**src/rtl/bs_decoder.sv**
```systemverilog
// bs_decoder: receive-side USB bitstream decoder.
// Hunts for SYNC, validates the PID, deserializes token/data/handshake
// fields, steers body bits to the CRC checker and emits one registered
// good/failed pulse per end-of-packet.
module bs_decoder (
    input  logic        clk,
    input  logic        rst,
    input  logic        s_in,
    input  logic        s_valid,
    input  logic        eop,
    input  logic        crc_ok,
    output logic [1:0]  pkt_type,
    output logic [71:0] data,
    output logic [18:0] token,
    output logic [7:0]  hshake,
    output logic        pkt_valid,
    output logic        pkt_err,
    output logic [1:0]  err_code,
    output logic        crc_clr,
    output logic        crc_en,
    output logic [1:0]  crc_kind,
    output logic        busy
);

    typedef enum logic [2:0] {S_IDLE, S_PID, S_BODY, S_WAIT, S_DRAIN} state_t;

    state_t      state_q, state_d, st_mid;
    logic [7:0]  win_q, win_d;
    logic [6:0]  cnt_q, cnt_d;
    logic [6:0]  tgt_q, tgt_d;
    logic [7:0]  pid_q, pid_d;
    logic [10:0] tok_q, tok_d;
    logic [63:0] dat_q, dat_d;
    logic [1:0]  code_q, code_d;

    logic        good, bad, clr;
    logic [1:0]  bad_code;

    logic [1:0]  pkt_type_q, err_code_q, crc_kind_q;
    logic [71:0] data_q;
    logic [18:0] token_q;
    logic [7:0]  hshake_q;
    logic        pkt_valid_q, pkt_err_q, crc_clr_q, busy_q;

    // Next state: consume the bit (if any) first, then judge eop against the
    // post-bit state so a last bit arriving with eop still completes the packet.
    always_comb begin
        state_d  = state_q;
        st_mid   = state_q;
        win_d    = win_q;
        cnt_d    = cnt_q;
        tgt_d    = tgt_q;
        pid_d    = pid_q;
        tok_d    = tok_q;
        dat_d    = dat_q;
        code_d   = code_q;
        good     = 1'b0;
        bad      = 1'b0;
        bad_code = code_q;
        clr      = 1'b0;

        if (s_valid) begin
            case (state_q)
                S_IDLE: begin
                    win_d = {win_q[6:0], s_in};
                    if (win_d == 8'h01) begin
                        st_mid = S_PID;
                        win_d  = 8'hFF;
                        cnt_d  = 7'd0;
                    end
                end
                S_PID: begin
                    pid_d = {pid_q[6:0], s_in};
                    cnt_d = cnt_q + 7'd1;
                    if (cnt_d == 7'd8) begin
                        if (pid_d[7:4] != ~pid_d[3:0] || pid_d[1:0] == 2'b00) begin
                            code_d = 2'b01;
                            st_mid = S_DRAIN;
                        end else if (pid_d[1:0] == 2'b10) begin
                            st_mid = S_WAIT;
                        end else begin
                            clr    = 1'b1;
                            tgt_d  = (pid_d[1:0] == 2'b01) ? 7'd24 : 7'd88;
                            st_mid = S_BODY;
                        end
                    end
                end
                S_BODY: begin
                    cnt_d = cnt_q + 7'd1;
                    // CRC bits sit after the payload; they are counted, not stored
                    if (pid_q[1:0] == 2'b01) begin
                        if (cnt_d <= 7'd19) tok_d = {tok_q[9:0], s_in};
                    end else if (cnt_d <= 7'd72) begin
                        dat_d = {dat_q[62:0], s_in};
                    end
                    if (cnt_d == tgt_q) st_mid = S_WAIT;
                end
                S_WAIT: begin
                    code_d = 2'b10;
                    st_mid = S_DRAIN;
                end
                default: ;
            endcase
        end

        state_d = st_mid;

        if (eop && state_q != S_IDLE) begin
            state_d = S_IDLE;
            case (st_mid)
                S_PID, S_BODY: begin
                    bad      = 1'b1;
                    bad_code = 2'b10;
                end
                S_WAIT: begin
                    if (pid_d[1:0] == 2'b10 || crc_ok) begin
                        good = 1'b1;
                    end else begin
                        bad      = 1'b1;
                        bad_code = 2'b11;
                    end
                end
                S_DRAIN: begin
                    bad      = 1'b1;
                    bad_code = code_d;
                end
                default: ;
            endcase
        end

        if (state_d == S_IDLE && state_q != S_IDLE) cnt_d = 7'd0;
    end

    // Decoder state and staging registers
    always_ff @(posedge clk or posedge rst) begin
        if (rst) begin
            state_q <= S_IDLE;
            win_q   <= 8'hFF;
            cnt_q   <= '0;
            tgt_q   <= '0;
            pid_q   <= '0;
            tok_q   <= '0;
            dat_q   <= '0;
            code_q  <= '0;
        end else begin
            state_q <= state_d;
            win_q   <= win_d;
            cnt_q   <= cnt_d;
            tgt_q   <= tgt_d;
            pid_q   <= pid_d;
            tok_q   <= tok_d;
            dat_q   <= dat_d;
            code_q  <= code_d;
        end
    end

    // Output registers: fields only move on a good packet
    always_ff @(posedge clk or posedge rst) begin
        if (rst) begin
            pkt_type_q  <= '0;
            data_q      <= '0;
            token_q     <= '0;
            hshake_q    <= '0;
            pkt_valid_q <= 1'b0;
            pkt_err_q   <= 1'b0;
            err_code_q  <= '0;
            crc_clr_q   <= 1'b0;
            crc_kind_q  <= '0;
            busy_q      <= 1'b0;
        end else begin
            pkt_valid_q <= good;
            pkt_err_q   <= bad;
            crc_clr_q   <= clr;
            busy_q      <= (state_d != S_IDLE);
            if (bad) err_code_q <= bad_code;
            if (clr) crc_kind_q <= pid_d[1:0];
            if (good) begin
                pkt_type_q <= pid_d[1:0];
                case (pid_d[1:0])
                    2'b10:   hshake_q <= pid_d;
                    2'b01:   token_q  <= {pid_d, tok_d};
                    default: data_q   <= {pid_d, dat_d};
                endcase
            end
        end
    end

    assign crc_en    = (state_q == S_BODY) && s_valid;
    assign pkt_type  = pkt_type_q;
    assign data      = data_q;
    assign token     = token_q;
    assign hshake    = hshake_q;
    assign pkt_valid = pkt_valid_q;
    assign pkt_err   = pkt_err_q;
    assign err_code  = err_code_q;
    assign crc_clr   = crc_clr_q;
    assign crc_kind  = crc_kind_q;
    assign busy      = busy_q;

endmodule

```
**config.mk**
```make
export PLATFORM = sky130hd
export DESIGN_NAME = bs_decoder
export DESIGN_NICKNAME = d
export VERILOG_FILES = /design/src/rtl/bs_decoder.sv
export SDC_FILE = /design/constraint.sdc
export NUM_CORES = 1
export LEC_CHECK = 0
export ABC_CLOCK_PERIOD_IN_PS = 8670
export BUFFER_PORTS_ARGS = -buffer_cell sky130_fd_sc_hd__buf_4
export CAP_MARGIN = 20
export CORE_ASPECT_RATIO = 2
export CORE_MARGIN = 4
export CORE_UTILIZATION = 38
export CTS_CLUSTER_SIZE = 14
export DETAILED_ROUTE_END_ITERATION = 10
export REMOVE_ABC_BUFFERS = 1
export SKIP_CTS_REPAIR_TIMING = 1
export SYNTH_ARGS = -nofsm -noshare
export SYNTH_HDL_FRONTEND = slang
export SYNTH_SLANG_ARGS = --single-unit
```
**constraint.sdc**
```tcl
create_clock -name clk -period 8.67 [get_ports clk]
set_input_delay 0.4335 -clock clk [delete_from_list [all_inputs] [get_ports clk]]
set_output_delay 0.4335 -clock clk [all_outputs]
set_load 0.03 [all_outputs]
```
=== Yosys cells after proc, flatten, opt, wreduce, memory -nomap -nowiden ===
Cells that the tools add are included.

* Bits in registers: 218
* Input port bits: 6
* Output and inout port bits: 110

* Add/sub/neg operators: 1
* Magnitude comparators: 2
* Equality and inequality tests: 17
* Muxes and demuxes: 42
* Bitwise gates (word level): 4
* Reduce and logical (&&, ||, !) cells: 22

{| class="wikitable"
|+ Operators with widths
! cell !! number
|-
| $mux 64 || 4
|-
| $mux 11 || 4
|-
| $mux 7 || 5
|-
| $mux 3 || 6
|-
| $mux 8 || 2
|-
| $pmux 7 s2 || 1
|-
| $eq 3x2->1 const B || 4
|-
| $pmux 3 s4 || 1
|-
| $mux 1 || 11
|-
| $mux 2 || 5
|-
| $reduce_bool 3->1 || 3
|-
| $eq 8x1->1 const B || 1
|-
| $reduce_and 2->1 || 4
|-
| $add 7x1->7 const B || 1
|-
| $eq 7x4->1 const B || 1
|-
| $eq 7x7->1 || 1
|-
| $le 7x5->1 const B || 1
|-
| $le 7x7->1 const B || 1
|-
| $eq 2x1->1 const B || 3
|-
| $eq 3x1->1 const B || 2
|-
| $logic_not 3->1 || 2
|-
| $pmux 2 s3 || 1
|-
| $reduce_or 2->1 || 3
|-
| $reduce_and 5->1 || 1
|-
| 14 further kinds || 20
|}

=== Longest topological paths before layout ===
* Depth in word-level cells: 12
* Mapped depth: 12

=== Least setup slack after synthesis ===
OpenSTA, ideal clock, no wires.

* Path kind: reg-to-reg
* Start point: register state_q[0]
* End point: register token_q[12], in the netlist token[12]
* Library setup time: 0.127 ns
* Arrival time: 2.917 ns
* Slack: 5.626 ns
* Stages on the path, launching flop included: 13
* Path through: dfrtp_1 clkbuf_1 nand2_1 nor3_1 clkbuf_1 mux2_2 inv_1 ha_1 nor2_1 nor3b_1 buf_4 buf_6 mux2_1

* Longest elaborated chain between the ends: 9
* Elaborated cells on any way between the ends: 21
* Those cells by class: eq/ne: 6; mux: 10; reduce/logical: 5

{| class="wikitable"
|+ Ends and longest elaborated chain
! what !! RTL line !! RTL
|-
| start, declared || 27 || <nowiki>state_t state_q, state_d, st_mid;</nowiki>
|-
| start signal, assigned || 146 || <nowiki>state_q <= state_d;</nowiki>
|-
| $eq 3x1->1 * || 63 || <nowiki>case (state_q)</nowiki>
|-
| $mux 8 * || 63 ||
|-
| $mux 8 * || 62 || <nowiki>if (s_valid) begin</nowiki>
|-
| named net pid_d[0] || 31 || <nowiki>logic [7:0] pid_q, pid_d;</nowiki>
|-
| $eq 2x2->1 || 116 || <nowiki>if (pid_d[1:0] == 2'b10 || crc_ok) begin</nowiki>
|-
| $logic_or 1x1->1 || 116 ||
|-
| $mux 1 || 116 ||
|-
| $mux 1 || 110 || <nowiki>case (st_mid)</nowiki>
|-
| $mux 1 || 108 || <nowiki>if (eop && state_q != S_IDLE) begin</nowiki>
|-
| $reduce_and 2->1 (no line) * || n/a ||
|-
| end signal, assigned || 181 || <nowiki>2'b01: token_q <= {pid_d, tok_d};</nowiki>
|-
| end, declared || 41 || <nowiki>logic [18:0] token_q;</nowiki>
|}

Mark *: on every way through the listed nets, which the timed path passes. The rest lies on a longest branch.
A chain may end at the register's enable or synchronous reset.

=== Final worst setup path ===
* Start point: register cnt_q[1]
* End point: register data_q[44], in the netlist data[44]

* Longest elaborated chain between the ends: 9
* Elaborated cells on any way between the ends: 16
* Those cells by class: add/sub: 1; order compare: 1; eq/ne: 3; mux: 10; reduce/logical: 1

{| class="wikitable"
|+ Ends and longest elaborated chain
! what !! RTL line !! RTL
|-
| start, declared || 29 || <nowiki>logic [6:0] cnt_q, cnt_d;</nowiki>
|-
| start signal, assigned || 148 || <nowiki>cnt_q <= cnt_d;</nowiki>
|-
| $add 7x1->7 * || 74, 89 ||
|-
| $eq 7x7->1 or $eq 7x4->1 (tied branches) || 96, 75 ||
|-
| $mux 3 (on tied branches) || 96, 75 ||
|-
| $pmux 3 s4 || 63 ||
|-
| $mux 3 || 62 ||
|-
| $eq 3x2->1 || 110 ||
|-
| $mux 1 || 110 ||
|-
| $mux 1 || 108 ||
|-
| $reduce_and 2->1 (no line) || n/a ||
|-
| end signal, assigned || 182 || <nowiki>default: data_q <= {pid_d, dat_d};</nowiki>
|-
| end, declared || 40 || <nowiki>logic [71:0] data_q;</nowiki>
|}

Every way passes the cells marked *; elsewhere a longest branch is shown, timed or not.

==> impl_metrics.prom <==
# TYPE chip_impl_metric gauge
chip_impl_metric{name="std_cell_rows",unit=""} 78
chip_impl_metric{name="worstPathRequired",unit="ns"} 9.04
chip_impl_metric{name="power.combinational.fraction",unit=""} 0.123
chip_impl_metric{name="fmax",unit="MHz"} 261
chip_impl_metric{name="power_per_unit_of_standard_cell_area",unit="mW/mm^2"} 214
chip_impl_metric{name="critical_path_peak_fanout",unit=""} 50
chip_impl_metric{name="wire_per_inst",unit="um"} 18.2
chip_impl_metric{name="fin_nets",unit=""} 732
chip_impl_metric{name="synth.yosys.seq_area_share",unit=""} 0.612
chip_impl_metric{name="yosys.cell_types.count",unit=""} 64
chip_impl_metric{name="vias_per_cell",unit=""} 5.14
chip_impl_metric{name="antenna_violating_nets_post_route",unit=""} 0
chip_impl_metric{name="first_pass_grt_wire_length",unit="um"} 30200
chip_impl_info{name="hold_class",value="in2async"} 1
chip_impl_metric{name="slew_viol_final",unit=""} 0
chip_impl_metric{name="finalCritPeriodShare",unit=""} 0.442
chip_impl_metric{name="timing_worst_slew_pin_value",unit="ns"} 1.02
chip_impl_metric{name="synth-seq-cells",unit=""} 213
chip_impl_metric{name="power_frac_seq",unit=""} 0.489
chip_impl_metric{name="design.portCount",unit=""} 116
chip_impl_metric{name="report.final.setup_viol",unit=""} 0
chip_impl_metric{name="setup_slack",unit="ns"} 4.84
chip_impl_metric{name="core_area",unit="mm^2"} 0.0226
chip_impl_metric{name="final-hold-violation-count",unit=""} 0
chip_impl_info{name="synth_top_cells_by_count",value="sky130_fd_sc_hd__dfrtp_1, sky130_fd_sc_hd__mux2_1, sky130_fd_sc_hd__mux2_2"} 1
chip_impl_info{name="critPathLaunchType",value="flip-flop"} 1
chip_impl_metric{name="cts_made_buffers",unit=""} 21
chip_impl_metric{name="grt_pass1_vias",unit=""} 5749
chip_impl_metric{name="grt_start_max_net_pins",unit=""} 132
chip_impl_metric{name="post_synth_edffs",unit=""} 0
chip_impl_metric{name="synth.yosys.warnings",unit=""} 0
chip_impl_info{name="worst_setup_path_end_kind",value="flip-flop"} 1
chip_impl_metric{name="power.switching",unit="uW"} 592
chip_impl_info{name="setup_repair_after_global_routing_missed_its_margin",value="false"} 1
chip_impl_metric{name="p_sw_frac",unit=""} 0.263
chip_impl_metric{name="fill_cells",unit=""} 2075
chip_impl_info{name="cts_root_buf",value="sky130_fd_sc_hd__clkbuf_16"} 1
chip_impl_info{name="worst_r2r_endpoint",value="data[44]"} 1
chip_impl_info{name="cts_tree",value="built"} 1
chip_impl_info{name="setup.worst_path.start",value="cnt_q[1]"} 1
chip_impl_metric{name="drv.max_cap_violation_count",unit=""} 0
chip_impl_metric{name="detail_route.drc_violations",unit=""} 0
chip_impl_metric{name="leak_pwr",unit="nW"} 5.43
chip_impl_metric{name="numPortBuffers",unit=""} 115
chip_impl_metric{name="power.total",unit="mW"} 2.25
chip_impl_metric{name="post-place-ws",unit="ns"} 4.90
chip_impl_metric{name="drt_wl_total",unit="um"} 18500
chip_impl_metric{name="number_of_buffers_on_the_longest_clock_path",unit=""} 3
chip_impl_metric{name="finClkSkew",unit="ns"} 0.0165
chip_impl_metric{name="share_clk_of_total_power",unit=""} 0.389
chip_impl_info{name="run_status",value="completed"} 1
chip_impl_metric{name="period_needed",unit="ns"} 3.83
chip_impl_metric{name="power_report.internal_total",unit="mW"} 1.66
chip_impl_metric{name="dr_total_vias",unit=""} 5218
chip_impl_metric{name="post_route_cells_drive_above_1_share",unit=""} 0.348
chip_impl_info{name="synthMostInstantiatedCell",value="sky130_fd_sc_hd__dfrtp_1"} 1
chip_impl_info{name="dominantRegCellSynth",value="sky130_fd_sc_hd__dfrtp_1"} 1
chip_impl_info{name="cell_type_with_the_highest_aggregate_area_in_the_netlist",value="sky130_fd_sc_hd__dfrtp_1"} 1
chip_impl_metric{name="slew_headroom",unit=""} 0.313
chip_impl_metric{name="htreeDepth",unit=""} 1
chip_impl_metric{name="clkSlewWorstSetupHoldPaths",unit="ns"} 0.07
chip_impl_metric{name="worst-r2r-cell-count",unit=""} 9
chip_impl_metric{name="grt_usage",unit=""} 0.147
chip_impl_metric{name="yosysTopAreaCellShare",unit=""} 0.591
chip_impl_metric{name="tns",unit="ns"} 0
chip_impl_metric{name="postSynthCellCount",unit=""} 610
chip_impl_metric{name="peakVddDrop",unit="mV"} 0.173
chip_impl_metric{name="syn2layout_area_growth",unit="%"} 20.2
chip_impl_metric{name="synthArstFlopShare",unit=""} 1.00
chip_impl_metric{name="clock_sink_count",unit=""} 213
chip_impl_metric{name="dr.first_iter.drc_count",unit=""} 271
chip_impl_metric{name="regToRegSetupSlack",unit="ns"} 4.84
chip_impl_metric{name="gpl.final_weighted_congestion",unit=""} 0.829
chip_impl_info{name="r2r-start",value="cnt_q[1]"} 1
chip_impl_info{name="worstSetupEndpoint",value="data[44]"} 1
chip_impl_metric{name="globalRoute.totalOverflow",unit=""} 0
chip_impl_info{name="criticalPathCategory",value="reg2reg"} 1
chip_impl_metric{name="die_h",unit="um"} 222
chip_impl_metric{name="worstSkewPairLatency",unit="ns"} 0.50
chip_impl_metric{name="floorplan.initialDensity",unit=""} 0.385
chip_impl_metric{name="netlist_area",unit="mm^2"} 0.00872
chip_impl_metric{name="synth.avg_cell_area",unit="um^2"} 14.3
chip_impl_metric{name="antenna_found_initial",unit=""} 0
chip_impl_info{name="ys_top_cells_by_area",value="sky130_fd_sc_hd__dfrtp_1, sky130_fd_sc_hd__mux2_1, sky130_fd_sc_hd__mux2_2"} 1
chip_impl_metric{name="drt_pass1_iterations",unit=""} 4
chip_impl_metric{name="fp.dieArea",unit="mm^2"} 0.0256
chip_impl_metric{name="die_wd",unit="um"} 115
chip_impl_metric{name="antennaDiodeCount",unit=""} 0
chip_impl_metric{name="hpwl",unit="um"} 13100
chip_impl_metric{name="critical_path_arrival",unit="ns"} 4.20
## layout by cell type, fill, tap and decap left out, types with 5 or more instances in the layout
master	n
sky130_fd_sc_hd__xnor2_1	5
sky130_fd_sc_hd__clkbuf_16	21
sky130_fd_sc_hd__buf_4	122
sky130_fd_sc_hd__mux2_1	101
sky130_fd_sc_hd__dfrtp_1	206
sky130_fd_sc_hd__and3_1	5
sky130_fd_sc_hd__nor2_1	37
sky130_fd_sc_hd__o21ai_0	9
sky130_fd_sc_hd__a21oi_1	18
sky130_fd_sc_hd__nand2b_1	6
sky130_fd_sc_hd__nor3_1	7
sky130_fd_sc_hd__dfstp_2	7
sky130_fd_sc_hd__clkbuf_1	5
sky130_fd_sc_hd__nand2_1	12
sky130_fd_sc_hd__inv_1	6
sky130_fd_sc_hd__nand3_1	7
sky130_fd_sc_hd__mux2_2	84
## per-layer routing
layer | part of all wire | vias to the layer above | track usage
met5 | 0 | - | 0
met4 | 0.027 | 0 | 0.0584
met3 | 0.044 | 31 | 0.0253
met2 | 0.58 | 130 | 0.281
met1 | 0.35 | 2669 | 0.153
li1 | - | 2388 | -
## stage by stage
stage | utilization | std cells | instance area [um^2] | hold slack [ns]
after floorplan | - | 576 | 8510 | 0.457
after global placement | 0.433 | 978 | 9800 | 0.461
after detailed placement | 0.433 | 978 | 9800 | 0.471
after CTS | 0.462 | 1014 | 10500 | 0.146
after global routing | 0.463 | 1015 | 10500 | 0.149
final | 0.463 | 1015 | 10500 | 0.106
## worst max-delay path: stages, from the launching register on
cell and delay (ns):
sky130_fd_sc_hd__dfrtp_1 0.47, sky130_fd_sc_hd__ha_1 0.47, sky130_fd_sc_hd__and3_1 0.31, sky130_fd_sc_hd__nand3_1 0.18, sky130_fd_sc_hd__xnor2_1 0.19, sky130_fd_sc_hd__nor4_1 0.51
sky130_fd_sc_hd__o2111ai_2 0.32, sky130_fd_sc_hd__nor3b_4 0.26, sky130_fd_sc_hd__buf_4 0.58, sky130_fd_sc_hd__mux2_1 0.39
## registers in the layout (all words and copies together), names as in the netlist
register / flops
busy: 1
cnt_q: 7
code_q: 2
crc_clr: 1
crc_kind: 2
dat_q: 64
data: 72
err_code: 2
hshake: 8
pid_q: 8
pkt_err: 1
pkt_type: 2
pkt_valid: 1
state_q: 3
tgt_q: 2
tok_q: 11
token: 19
win_q: 7
## logic make-up after synthesis
kind of cell,count (synthesis),synth area share
xor+xnor,9,0.00903
fa+ha+maj,4,0.00574
flops,213,0.612
mux,188,0.242
compound gates,58,0.0460
buf+inv,42,0.0281
simple gates,96,0.0569
## worst min-delay path by stage
stage,slack [ns],startpoint,cells after the start,end
4_1_cts,0.15,rst,2,data[22]
3_5_place_dp,0.47,crc_kind[0],1,crc_kind[0]
6_report,0.11,rst,2,dat_q[21]
5_1_grt,0.15,rst,2,dat_q[21]
2_1_floorplan,0.46,code_q[1],1,code_q[1]
3_3_place_gp,0.46,crc_kind[0],1,crc_kind[0]
## cell type report
class / instances / area, um^2 / area share
sequential: 213 / 5340 / 0.509
tap: 280 / 350 / 0.0334
clock inverter: 7 / 72.6 / 0.00692
inverter: 8 / 37.5 / 0.00358
timing repair buffer: 123 / 943 / 0.0900
multi-input combinational: 355 / 3160 / 0.301
clock buffer: 29 / 586 / 0.0558
## power groups by stage
stage	Clock, mW	Sequential, mW	Combinational [mW]
6_report	0.873	1.10	0.276
5_1_grt	0.948	1.11	0.307
4_1_cts	0.911	1.10	0.280
3_5_place_dp	0	1.11	0.279
3_3_place_gp	0	1.11	0.267
2_1_floorplan	0	1.11	0.178
No activity file was read; power rests on OpenSTA's default activity.
